## src/rtl/led_matrix_pkg.sv

```systemverilog
// Shared types and board defaults for the LED dot-matrix scanner.
package led_matrix_pkg;

  typedef enum logic {
    ST_BLANK = 1'b0,
    ST_DRIVE = 1'b1
  } scan_state_t;

  localparam int MATRIX_ROWS = 8;
  localparam int MATRIX_COLS = 16;

  // Map a logical "line is on" flag to the physical pin level.
  function automatic logic polarity(input logic active, input logic act_low);
    return active ^ act_low;
  endfunction

endpackage

```

## src/rtl/led_matrix_scanner_frame_buffer_2x.sv

```systemverilog
// Double-buffered frame store: writes land in the back bank, reads come
// from the front bank, and a toggle swaps the roles of the two banks.
module frame_buffer_2x #(
  parameter int ROWS = 8,
  parameter int COLS = 16,
  parameter int RW   = $clog2(ROWS)
) (
  input  logic            clk,
  input  logic            rst_n,
  input  logic            wr_en,
  input  logic [RW-1:0]   wr_row,
  input  logic [COLS-1:0] wr_data,
  input  logic            toggle,
  input  logic [RW-1:0]   rd_row,
  output logic [COLS-1:0] rd_data
);

  localparam logic [RW:0] ROWS_LIM = (RW+1)'(ROWS);

  logic [COLS-1:0] bank0 [ROWS];
  logic [COLS-1:0] bank1 [ROWS];
  logic            front_sel;
  logic            wr_ok;

  // Out-of-range row indices are dropped rather than aliased.
  assign wr_ok = wr_en && ({1'b0, wr_row} < ROWS_LIM);

  // Back-bank write; the write sees the select value from before any
  // same-edge toggle, so data written alongside a swap becomes the new front.
  always_ff @(posedge clk or negedge rst_n) begin
    if (!rst_n) begin
      for (int i = 0; i < ROWS; i++) begin
        bank0[i] <= '0;
        bank1[i] <= '0;
      end
    end else if (wr_ok) begin
      if (front_sel) bank0[wr_row] <= wr_data;
      else           bank1[wr_row] <= wr_data;
    end
  end

  // Front-select flip-flop: 0 = bank0 is displayed.
  always_ff @(posedge clk or negedge rst_n) begin
    if (!rst_n)      front_sel <= 1'b0;
    else if (toggle) front_sel <= ~front_sel;
  end

  assign rd_data = front_sel ? bank1[rd_row] : bank0[rd_row];

endmodule

```

## src/rtl/led_matrix_scanner.sv

```systemverilog
// Row-scan driver for the LED dot matrix: alternates BLANK and DRIVE per row,
// applies requested buffer swaps only at frame ends, and registers all pins.
module led_matrix_scanner
  import led_matrix_pkg::*;
#(
  parameter int ROWS        = MATRIX_ROWS,
  parameter int COLS        = MATRIX_COLS,
  parameter int DWELL       = 1024,
  parameter int BLANK       = 16,
  parameter bit ROW_ACT_LOW = 1'b1,
  parameter bit COL_ACT_LOW = 1'b1
) (
  input  logic                     clk,
  input  logic                     rst_n,
  input  logic                     scan_en,
  input  logic                     wr_en,
  input  logic [$clog2(ROWS)-1:0]  wr_row,
  input  logic [COLS-1:0]          wr_data,
  input  logic                     swap_req,
  output logic                     swap_pend,
  output logic                     frame_start,
  output logic [ROWS-1:0]          row_out,
  output logic [COLS-1:0]          col_out
);

  localparam int RW      = $clog2(ROWS);
  localparam int CNT_MAX = (DWELL > BLANK) ? DWELL : BLANK;
  localparam int CW      = $clog2(CNT_MAX + 1);
  localparam logic [CW-1:0] DWELL_LD = CW'(DWELL - 1);
  localparam logic [CW-1:0] BLANK_LD = CW'(BLANK - 1);
  localparam logic [RW-1:0] LAST_ROW = RW'(ROWS - 1);

  scan_state_t     state_q, state_d;
  logic [CW-1:0]   cnt_q, cnt_d;
  logic [RW-1:0]   row_q, row_d;
  logic            paused_q, paused_d;
  logic            swap_pend_d;
  logic            frame_end;
  logic            toggle;
  logic [COLS-1:0] front_row;
  logic [ROWS-1:0] row_out_d;
  logic [COLS-1:0] col_out_d;
  logic            frame_start_d;

  frame_buffer_2x #(
    .ROWS (ROWS),
    .COLS (COLS),
    .RW   (RW)
  ) u_fb (
    .clk     (clk),
    .rst_n   (rst_n),
    .wr_en   (wr_en),
    .wr_row  (wr_row),
    .wr_data (wr_data),
    .toggle  (toggle),
    .rd_row  (row_q),
    .rd_data (front_row)
  );

  // A same-cycle request counts for this frame end, so pend never sets then.
  assign toggle = frame_end && (swap_pend || swap_req);

  // Scan state, dwell counter, row index, pause flag and swap request.
  // The counter is 0 out of reset, so the very first BLANK is one cycle long.
  always_ff @(posedge clk or negedge rst_n) begin
    if (!rst_n) begin
      state_q   <= ST_BLANK;
      cnt_q     <= '0;
      row_q     <= '0;
      paused_q  <= 1'b0;
      swap_pend <= 1'b0;
    end else begin
      state_q   <= state_d;
      cnt_q     <= cnt_d;
      row_q     <= row_d;
      paused_q  <= paused_d;
      swap_pend <= swap_pend_d;
    end
  end

  // Next-state: down-counter per state; a pause freezes position and the
  // resume always restarts with a full BLANK on the current row.
  always_comb begin
    state_d     = state_q;
    cnt_d       = cnt_q;
    row_d       = row_q;
    paused_d    = paused_q;
    frame_end   = 1'b0;
    if (!scan_en) begin
      paused_d = 1'b1;
    end else if (paused_q) begin
      paused_d = 1'b0;
      state_d  = ST_BLANK;
      cnt_d    = BLANK_LD;
    end else if (cnt_q != '0) begin
      cnt_d = cnt_q - 1'b1;
    end else if (state_q == ST_BLANK) begin
      state_d = ST_DRIVE;
      cnt_d   = DWELL_LD;
    end else begin
      state_d   = ST_BLANK;
      cnt_d     = BLANK_LD;
      frame_end = (row_q == LAST_ROW);
      row_d     = frame_end ? '0 : row_q + 1'b1;
    end
    swap_pend_d = toggle ? 1'b0 : (swap_pend | swap_req);
  end

  // Output values for the next edge: inactive unless driving, row pattern
  // and columns captured on DRIVE entry, then held for the dwell.
  always_comb begin
    row_out_d     = row_out;
    col_out_d     = col_out;
    frame_start_d = 1'b0;
    if (!(scan_en && state_d == ST_DRIVE)) begin
      for (int i = 0; i < ROWS; i++) row_out_d[i] = polarity(1'b0, ROW_ACT_LOW);
      for (int i = 0; i < COLS; i++) col_out_d[i] = polarity(1'b0, COL_ACT_LOW);
    end else if (state_q != ST_DRIVE) begin
      for (int i = 0; i < ROWS; i++) row_out_d[i] = polarity(row_q == RW'(i), ROW_ACT_LOW);
      for (int i = 0; i < COLS; i++) col_out_d[i] = polarity(front_row[i], COL_ACT_LOW);
      frame_start_d = (row_q == '0);
    end
  end

  // Registered pins; reset forces them inactive immediately.
  always_ff @(posedge clk or negedge rst_n) begin
    if (!rst_n) begin
      row_out     <= {ROWS{polarity(1'b0, ROW_ACT_LOW)}};
      col_out     <= {COLS{polarity(1'b0, COL_ACT_LOW)}};
      frame_start <= 1'b0;
    end else begin
      row_out     <= row_out_d;
      col_out     <= col_out_d;
      frame_start <= frame_start_d;
    end
  end

endmodule

```

## config.mk

```make
export PLATFORM = sky130hd
export DESIGN_NAME = led_matrix_scanner
export DESIGN_NICKNAME = d
export VERILOG_FILES = /design/src/rtl/led_matrix_pkg.sv /design/src/rtl/led_matrix_scanner_frame_buffer_2x.sv /design/src/rtl/led_matrix_scanner.sv
export SDC_FILE = /design/constraint.sdc
export NUM_CORES = 1
export LEC_CHECK = 0
export ABC_AREA = 1
export CAP_MARGIN = 10
export CORE_MARGIN = 5
export CORE_UTILIZATION = 55
export CTS_CLUSTER_SIZE = 16
export DETAILED_ROUTE_END_ITERATION = 10
export PLACE_DENSITY_LB_ADDON = 0.25
export SYNTH_ARGS = -nofsm -noshare
export SYNTH_HDL_FRONTEND = slang
export SYNTH_SLANG_ARGS = --single-unit
export TNS_END_PERCENT = 30
```

## constraint.sdc

```tcl
create_clock -name clk -period 1.55 [get_ports clk]
set_input_delay 0.155 -clock clk [delete_from_list [all_inputs] [get_ports clk]]
set_output_delay 0.155 -clock clk [all_outputs]
set_load 0.005 [all_outputs]
```

==> results.py, run 1 <==
metrics = {
    "status": {
        "status": "finished, violations left",
        "violations": "setup timing",
    },
    "power": {
        "power_frac_clock": 0.429,
        "swShare": 0.244,
        "p_per_area_nw_per_um2": 1060,
        "pwr-share-seq": 0.478,
        "power.total_uw": 18500,
        "p_leak_uw": 0.00820,
        "p_switching_uw": 4520,
        "p_int_uw": 14000,
        "ir_worst_vdd_v": 0.000912,
        "power.share.combinational": 0.093,
    },
    "route": {
        "wire_per_inst_um": 19.4,
        "drt_pass1_iterations": 5,
        "ant_nets": 0,
        "vias": 12600,
        "drtIter0Drc": 1556,
        "drc": 0,
        "viasPerCell": 5.82,
        "wl_um": 42200,
    },
    "final_layout": {
        "final_cell_mix": "nand2_1 (487), dfrtp_1 (272), nand3_1 (214), o21ai_0 (183), nor2_1 (95)",
        "area_delta_synth_final_pct": 26.3,
        "layout_commonest_cell": "nand2_1",
        "nets": 1854,
        "antenna_cells": 0,
        "drive_gt1_frac": 0.188,
        "finalNonFillerCells": 2174,
    },
    "cts": {
        "clockBufferDepth": 3,
        "cts-root-buf": "clkbuf_16",
        "cts_made_buffers": 31,
        "cts_tree": "yes",
        "clk_pin_slew_ps": 70,
        "htreeDepth": 1,
        "clk_latency_ps": 560,
        "clock_sinks": 299,
    },
    "synthesis": {
        "syn_nets": 1758,
        "netlist_area_um2": 13900,
        "netlist_top_cells_area": "dfrtp_1 (50%), nand2_1 (14%), nand3_1 (10%)",
        "yosys_register_bits": 299,
        "ys_seq_area_frac": 0.542,
        "synthCells": 1726,
        "yosysTopAreaCell": "dfrtp_1",
        "ys_types": 32,
        "yosys.area.top_type_share": 0.497,
        "async_flop_share": 1.00,
        "synth_ff_type": "dfrtp_1",
        "yosysWarningCount": 0,
        "synth_edf_count": 0,
        "syn-mean-instance-area_um2": 8.03,
    },
    "global_route": {
        "track_usage": 0.284,
        "grt_pass1_vias": 12100,
        "antenna_found_initial": 0,
        "overflow": 0,
        "grt_pass1_wl_um": 65300,
        "grt_max_degree": 56,
    },
    "job": {
        "maxCapViolCount": 0,
    },
    "sta": {
        "timing.final.hold_violations": 0,
        "fin_worst_skew_ps": 12.0,
        "tightest_slew_ps": 519,
        "clock.fmax_mhz": 604,
        "setup_slack_ps": -106,
        "finalMaxSlewViolations": 0,
        "relSlewSlack": 0.654,
        "whs_ps": 130,
        "rsz0062_at_grt": "yes",
        "min_period_over_period": 1.07,
        "period_needed_ps": 1660,
        "finalSetupViolCount": 13,
    },
    "floorplan": {
        "core_region_area_um2": 25000,
        "ios": 50,
        "die_w_um": 169,
        "dieArea_um2": 28500,
        "rows": 58,
        "fp.dieH_um": 169,
        "start_util": 0.555,
    },
    "critical_path": {
        "cp-end-kind": "flip-flop",
        "critPathLaunchType": "flip-flop",
        "worstPathRequired_ps": 2060,
        "cp_max_fo": 7,
        "worstPathCellList": "clkinv_8, buf_12, buf_16, nand2_1, nand3_1, nand3_1, nand3_1, nand3_1, nand2_1, inv_1",
        "cpMostUsedCell": "nand3_1",
        "slowest_stage": "dfrtp_4",
        "path_class": "flip-flop to flip-flop",
        "slowest_delay_ps": 550,
        "arrival_ps": 2160,
    },
    "placed_design": {
        "port_buffers": 49,
        "hpwl_um": 24600,
        "dp_slack_ps": -208,
        "dpl.cell_count": 2096,
        "finalWeightedCongestion": 0.876,
    },
    "min_path": {
        "worstHoldPathType": "input port to async pin",
    },
}
[metrics by stage]
stage / TNS, ps / util / area (um^2)
after floorplan: 0 / - / 13900
after global placement: -24710 / 0.621 / 15500
after detailed placement: -28250 / 0.621 / 15500
after CTS: -399 / 0.671 / 16700
after global routing: -2090 / 0.701 / 17500
final: -423 / 0.701 / 17500
[power by group through the flow]
stage / sequential, uW / combinational (uW) / clock, uW
2_1_floorplan: 8880 / 979 / 0
3_3_place_gp: 8940 / 1530 / 0
3_5_place_dp: 8960 / 1590 / 0
4_1_cts: 8830 / 1630 / 7980
5_1_grt: 8910 / 1980 / 8320
6_report: 8860 / 1730 / 7940
[cell families after synthesis]
group                    share of synthesized area
adder cells (fa/ha/maj)                    0.00723
AO/OA/AOI/OAI                                0.101
AND/OR/NAND/NOR                              0.280
buffers and inverters                       0.0676
XOR/XNOR                                   0.00190
flip-flops                                   0.542
[per-layer routing]
| metal | vias up | GRT usage | wire, um |
|---|---|---|---|
| met5 | - | 0 | 0 |
| met4 | 0 | 0.119 | 1850 |
| met3 | 121 | 0.0369 | 2690 |
| met2 | 558 | 0.476 | 20500 |
| met1 | 6141 | 0.377 | 17200 |
| li1 | 5826 | - | - |
[worst paths after layout]
kind	start	to	slack, ps	cells after the start
max reg2reg	row_q[0]	col_out[11]	-110	10
min	rst_n	u_fb.bank1[66]	130	2
min in group clk	swap_req	swap_pend	310	4
max	row_q[0]	col_out[11]	-110	10
min reg2reg	u_fb.bank0[127]	u_fb.bank0[127]	490	2
max in group asynchronous	rst_n	col_out[15]	720	3
[Yosys cell counts, types with 4 or more instances]
library cell  count
a21oi_1          82
buf_1            12
buf_2            46
buf_4             4
clkbuf_1         59
dfrtp_1         275
dfstp_2          24
ha_1              8
inv_1            90
inv_2             6
nand2_1         503
nand3_1         282
nand4_1          10
nor2_1          108
o21ai_0         187
o21ai_1           5
[critical path, delay by kind of cell, from the launching register on]
| kind | cells | cell delay [ps] |
|---|---|---|
| flops | 1 | 550 |
| simple gates | 6 | 570 |
| buf+inv | 4 | 470 |
[timing repair]
item	4_1_cts	5_1_grt
endpoints found under the hold margin	275	0
gates resized for setup	50	121
setup buffers	3	10
pin swaps	4	30
gates cloned	2	7
hold buffers	1	0
setup endpoints to repair	57	171
[flip-flops by register name, indices dropped and copies added, names as in the netlist]
register        flops
row_out             8
col_out            16
state_q             1
paused_q            1
row_q               3
u_fb.bank1        128
u_fb.front_sel      1
u_fb.bank0        128
swap_pend           1
frame_start         1
cnt_q              11
[layout make-up]
type	count	area [um^2]
flip-flops and latches	299	7520
fillers	1947	7470
multi-input cells	1205	5950
repair buffers	186	2130
clock buffers	43	891
well taps	330	413
inverters	99	392
clock inverters	12	196
Power figures use the tool's default switching activity.
==> run 2, diff against run 1 <==
--- a/config.mk
+++ b/config.mk
@@ -11,6 +11,7 @@
 export CORE_UTILIZATION = 55
 export CTS_CLUSTER_SIZE = 16
 export DETAILED_ROUTE_END_ITERATION = 10
+export HOLD_SLACK_MARGIN = 0.12
 export PLACE_DENSITY_LB_ADDON = 0.25
 export SYNTH_ARGS = -nofsm -noshare
 export SYNTH_HDL_FRONTEND = slang
==> results of run 2 <==
The final DEF is identical to that of run 1; final timing and power are the same.
